File: config.mk
export PLATFORM = sky130hd
export DESIGN_NAME = aclk_load_arbiter
export DESIGN_NICKNAME = d
export VERILOG_FILES = /design/src/rtl/aclk_load_arbiter.sv
export SDC_FILE = /design/constraint.sdc
export NUM_CORES = 1
export LEC_CHECK = 0
export BUFFER_PORTS_ARGS = -buffer_cell sky130_fd_sc_hd__buf_2
export CAP_MARGIN = 20
export CORE_UTILIZATION = 37
export CTS_CLUSTER_DIAMETER = 40
export DETAILED_ROUTE_END_ITERATION = 8
export GPL_TIMING_DRIVEN = 0
export PLACE_DENSITY = 0.76
export SLEW_MARGIN = 15
export SYNTH_ARGS = -nofsm -noshare
export SYNTH_HDL_FRONTEND = slang
export SYNTH_SLANG_ARGS = --single-unit
File: constraint.sdc
create_clock -name clk -period 1.8 [get_ports clk]
set_clock_uncertainty 0.1 [all_clocks]
set_input_delay 0.09 -clock clk [delete_from_list [all_inputs] [get_ports clk]]
set_output_delay 0.09 -clock clk [all_outputs]
set_load 0.05 [all_outputs]
File: src/rtl/aclk_load_arbiter.sv
// Two-requester load-port arbiter for the aclock core: validates BCD hh:mm, strobes the load and verifies time loads by readback.
// Optional build macro ACLK_ARB_RR_EN selects round-robin tie-breaking instead of fixed priority.
module aclk_load_arbiter #(
    parameter int unsigned SETTLE_CYC    = 2,
    parameter bit          VERIFY_EN_DEF = 1'b1
) (
    input  logic        clk,
    input  logic        reset,
    input  logic [1:0]  req,
    input  logic [1:0]  kind,
    input  logic [11:0] hh_bcd,
    input  logic [15:0] mm_bcd,
    output logic [1:0]  ack,
    output logic        ack_err,
    output logic        busy,
    output logic [1:0]  H_in1,
    output logic [3:0]  H_in0,
    output logic [3:0]  M_in1,
    output logic [3:0]  M_in0,
    output logic        LD_time,
    output logic        LD_alarm,
    input  logic [1:0]  H_out1,
    input  logic [3:0]  H_out0,
    input  logic [3:0]  M_out1,
    input  logic [3:0]  M_out0
);

    typedef enum logic [2:0] {
        IDLE   = 3'd0,
        CHECK  = 3'd1,
        LOAD   = 3'd2,
        SETTLE = 3'd3,
        VERIFY = 3'd4,
        RESP   = 3'd5
    } state_t;

    state_t      state;
    logic        win;
    logic        lat_kind;
    logic [13:0] lat_val;
    logic [3:0]  cnt;

    logic        pick;
    logic [13:0] pick_val;
    logic [13:0] readback;
    logic        payload_ok;

`ifdef ACLK_ARB_RR_EN
    logic        last_grant;

    // On a tie the requester not granted last wins; a lone requester always wins.
    always_comb begin
        pick = req[1];
        if (req == 2'b11) begin
            pick = ~last_grant;
        end
    end
`else
    always_comb begin
        pick = ~req[0];
    end
`endif

    always_comb begin
        pick_val = pick ? {hh_bcd[11:6], mm_bcd[15:8]} : {hh_bcd[5:0], mm_bcd[7:0]};
        readback = {H_out1, H_out0, M_out1, M_out0};
    end

    // Layout of lat_val: {H1[1:0], H0[3:0], M1[3:0], M0[3:0]}.
    always_comb begin
        payload_ok = (lat_val[13:12] <= 2'd2) &&
                     (lat_val[11:8]  <= 4'd9) &&
                     ((lat_val[13:12] != 2'd2) || (lat_val[11:8] <= 4'd3)) &&
                     (lat_val[7:4]   <= 4'd5) &&
                     (lat_val[3:0]   <= 4'd9);
    end

    always_ff @(posedge clk or negedge reset) begin
        if (!reset) begin
            state    <= IDLE;
            win      <= 1'b0;
            lat_kind <= 1'b0;
            lat_val  <= '0;
            cnt      <= '0;
            ack      <= '0;
            ack_err  <= 1'b0;
            busy     <= 1'b0;
            H_in1    <= '0;
            H_in0    <= '0;
            M_in1    <= '0;
            M_in0    <= '0;
            LD_time  <= 1'b0;
            LD_alarm <= 1'b0;
`ifdef ACLK_ARB_RR_EN
            last_grant <= 1'b1;
`endif
        end else begin
            ack      <= '0;
            ack_err  <= 1'b0;
            LD_time  <= 1'b0;
            LD_alarm <= 1'b0;
            case (state)
                IDLE: begin
                    if (|req) begin
                        win      <= pick;
                        lat_kind <= kind[pick];
                        lat_val  <= pick_val;
                        busy     <= 1'b1;
                        state    <= CHECK;
`ifdef ACLK_ARB_RR_EN
                        last_grant <= pick;
`endif
                    end
                end
                CHECK: begin
                    if (payload_ok) begin
                        {H_in1, H_in0, M_in1, M_in0} <= lat_val;
                        LD_time  <= ~lat_kind;
                        LD_alarm <= lat_kind;
                        cnt      <= 4'(SETTLE_CYC);
                        state    <= LOAD;
                    end else begin
                        ack     <= win ? 2'b10 : 2'b01;
                        ack_err <= 1'b1;
                        state   <= RESP;
                    end
                end
                LOAD: begin
                    state <= SETTLE;
                end
                SETTLE: begin
                    cnt <= cnt - 4'd1;
                    if (cnt <= 4'd1) begin
                        state <= VERIFY;
                    end
                end
                VERIFY: begin
                    ack     <= win ? 2'b10 : 2'b01;
                    ack_err <= (VERIFY_EN_DEF && !lat_kind) ? (readback != lat_val) : 1'b0;
                    state   <= RESP;
                end
                RESP: begin
                    busy  <= 1'b0;
                    state <= IDLE;
                end
                default: begin
                    busy  <= 1'b0;
                    state <= IDLE;
                end
            endcase
        end
    end

endmodule

==> out/metrics.csv <==
metric,value,unit
Post-Synth Adder-Cell Area,0.0119,
Multi-input gate area,973,um^2
Post-synth top flop,dfrtp_1,
aggregate global-route resource usage,0.173,
DRT antenna net count,0,
failing checks,negative hold slack,
crit-path max FO,10,
Via density,4.89,
flip-flop and latch area,1080,um^2
startpoint class of the critical path,flop,
worst hold path class,input pin to flop,
worst setup path startpoint,lat_val[11],
fillers,493,
initial antenna violation count,0,
HP Start,kind[1],
Clock Pin Slew Worst Setup and Hold Paths,0.08,ns
worst rel slew slack,0.379,
Compound-Gate Fraction of Synth Area,0.0970,
critical path class,flop to flop,
critical path capture point,H_in1[1],
vias in the first global route,1666,
GR peak layer,met2,
met3 usage in global routing,0.0388,
HPWL after DPL,3500,um
clock share of power,0.181,
switching power,0.00206,W
largest family of logic cells by synthesized area,multiplexers,
required time of the critical path,1.88,ns
Critical Path Sink Type,flop,
FF-to-FF Start,lat_val[11],
core area,5510,um^2
H-Tree Depth,2,
clock sinks,43,
clk buf depth,2,
fraction of layout cells with a size suffix above 1,0.381,
final hold violations,1,
Seq pwr share,0.368,
first-pass GRT wire length,7840,um
Layout Nets,319,
Worst path slowest cell,dfrtp_1,
crit path time final,1.74,ns
register area share after synthesis,0.512,
Post-synth EDFFs,0,
max frequency,576,MHz
cells along the critical path,o31ai_4 > nand4_1 > nand2b_4 > buf_6 > mux2_4,
Cells after Synth,188,
pwr/cell area,1750,nW/um^2
mean area per synthesized cell,11.2,um^2
Syn. warnings,0,
area delta synth->final,31.3,%
# port buffers,66,
sw frac,0.425,
CTS tree,built,
GRT met1 Usage,0.222,
DRT Pass-1 Iters,4,
Leak,1.41,nW
wire per inst,14.1,um
"Arr. time, crit path",1.81,ns
Async SR Flop Fraction,1.00,
worst slew pin tran,0.931,ns
DRT Wirelength,4830,um
combinational share of power,0.451,
crit-path max cell delay,0.45,ns
Reg-to-Reg End,H_in1[1],
Root Buffer,clkbuf_8,
DRT iter0 DRCs,81,
Starting Density,0.382,
syn nets,238,
IO Pins,68,
via count,1671,
width of the die,77.4,um
Die H,77.4,um
GRT overflow,0,
Mapped Area,2100,um^2
Post-Synth Simple-Gate Area,0.120,
worst r2r path cells,5,
Synth cell types,36,
post-synthesis xor/xnor area fraction,0.0625,
Int Power,0.00278,W
fin util,0.501,
DRC,0,
# diodes,0,
die area,5990,um^2
worst vdd ir,0.834,mV
post-route setup TNS,0,ns
gpl congestion,0.792,
Final setup viols,0,
fin. max-slew vios,0,
Num CTS Buffers,5,
outcome,"finished, violations left",
std cell rows,27,
largest net degree at the start of global routing,44,
R2R setup slack,0.06,ns
hold_ws,-0.00475,ns
Yosys reg bits,43,
global-route track usage on met2,0.280,
Final period util,0.964,
Max Cap Viol,0,
Clock Latency Late Sink,0.30,ns
RSZ-0062 raised after global routing,false,
mux contribution to synthesized area,0.162,
## worst min-delay path by stage
stage | depth (start not counted) | end
finish | 3 | lat_kind
floorplan | 0 | H_in0[0]
global placement | 1 | ack_err
detailed placement | 1 | ack[0]
CTS | 3 | lat_kind
global route | 3 | lat_val[0]
## registers in the layout (all words and copies together) (netlist names)
name      count
ack_err       1
M_in1         4
busy          1
ack           2
M_in0         4
LD_alarm      1
lat_val      14
LD_time       1
H_in0         4
win           1
state         3
H_in1         2
lat_kind      1
cnt           4
## cells in the mapped netlist (all sizes together), types with 2 or more instances
| library cell | number | area share |
|---|---|---|
| dfrtp | 43 | 0.51 |
| o211ai | 2 | 0.0071 |
| clkbuf | 2 | 0.0036 |
| o21ai | 7 | 0.017 |
| a21oi | 19 | 0.045 |
| xnor2 | 15 | 0.062 |
| nand2b | 2 | 0.0095 |
| mux2 | 13 | 0.091 |
| buf | 7 | 0.022 |
| and2 | 2 | 0.0059 |
| nor2b | 2 | 0.0059 |
| ha | 2 | 0.012 |
| nand4 | 4 | 0.012 |
| nor4 | 2 | 0.0059 |
| mux2i | 15 | 0.071 |
| inv | 5 | 0.0089 |
| nor3 | 3 | 0.0071 |
| nand2 | 7 | 0.012 |
| nor2 | 24 | 0.044 |
## critical path, delay by kind of cell, from the launching register on
kind,cells,cell delay (ns)
buffers and inverters,1,0.16
flip-flops,1,0.45
multiplexers,1,0.30
AND/OR/NAND/NOR,2,0.33
AO/OA/AOI/OAI,1,0.26
## cell families after synthesis
kind of cell / after synthesis
and+or+nand+nor: 51
buffers and inverters: 14
muxes: 28
DFF: 43
xor gates and xnor gates: 15
AOI/OAI and AO/OA: 35
adders and majority gates: 2
## final cells by class
class	instances	share of cell area
clock inverters	2	0.0217
inverters	5	0.00680
flip-flops and latches	43	0.390
plain buffers	8	0.0204
well taps	72	0.0326
multi-input cells	131	0.353
clock buffers	6	0.0263
repair buffers	75	0.150
## metal layers
metal | vias to the layer above | wire length (um) | part of all wire
met5 | - | 0 | 0
met4 | 0 | 106 | 0.022
met3 | 7 | 267 | 0.055
met2 | 66 | 2280 | 0.47
met1 | 781 | 2180 | 0.45
li1 | 817 | - | -
## repair_timing
action / CTS / global route
pin swaps: 1 / 2
endpoints found under the setup margin: 12 / 26
resized for setup: 1 / 8
endpoints found under the hold margin: 46 / 0
hold buffers: 6 / 0
buffers inserted: 1 / 2
## metrics by stage
step	instance area (um^2)	cells	power, W	setup WS [ns]	hold slack (ns)
after floorplan	2100	188	0.00336	0.120	-0.306
after global placement	2520	326	0.00384	-0.0351	0.184
after detailed placement	2520	326	0.00391	-0.0617	0.192
after CTS	2730	341	0.00483	0.0318	0.00122
after global routing	2760	342	0.00515	0.0174	0.0158
final	2760	342	0.00484	0.0649	-0.00475
## power by group through the flow
stage | registers, W | clock network, W | logic [W]
finish | 0.00178 | 0.000876 | 0.00218
global route | 0.00185 | 0.000945 | 0.00235
CTS | 0.00175 | 0.000896 | 0.00218
detailed placement | 0.00176 | 0 | 0.00215
global placement | 0.00174 | 0 | 0.00211
floorplan | 0.00235 | 0 | 0.00101
## cell usage in the layout (no fill, tap or decap), types with 2 or more instances in the layout
cell / n
nor4_1: 2
inv_1: 5
clkbuf_4: 2
a21oi_1: 19
nor2b_1: 2
clkbuf_8: 5
and2_1: 2
mux2i_1: 15
buf_6: 2
buf_2: 68
dlygate4sd3_1: 6
xnor2_1: 15
dfrtp_1: 42
nand2_1: 7
nor3_1: 2
nand4_1: 4
bufinv_16: 2
o211ai_1: 2
o21ai_0: 6
nor2_1: 23
mux2_4: 12
buf_4: 3
ha_1: 2
(Power assumes the default switching activity.)
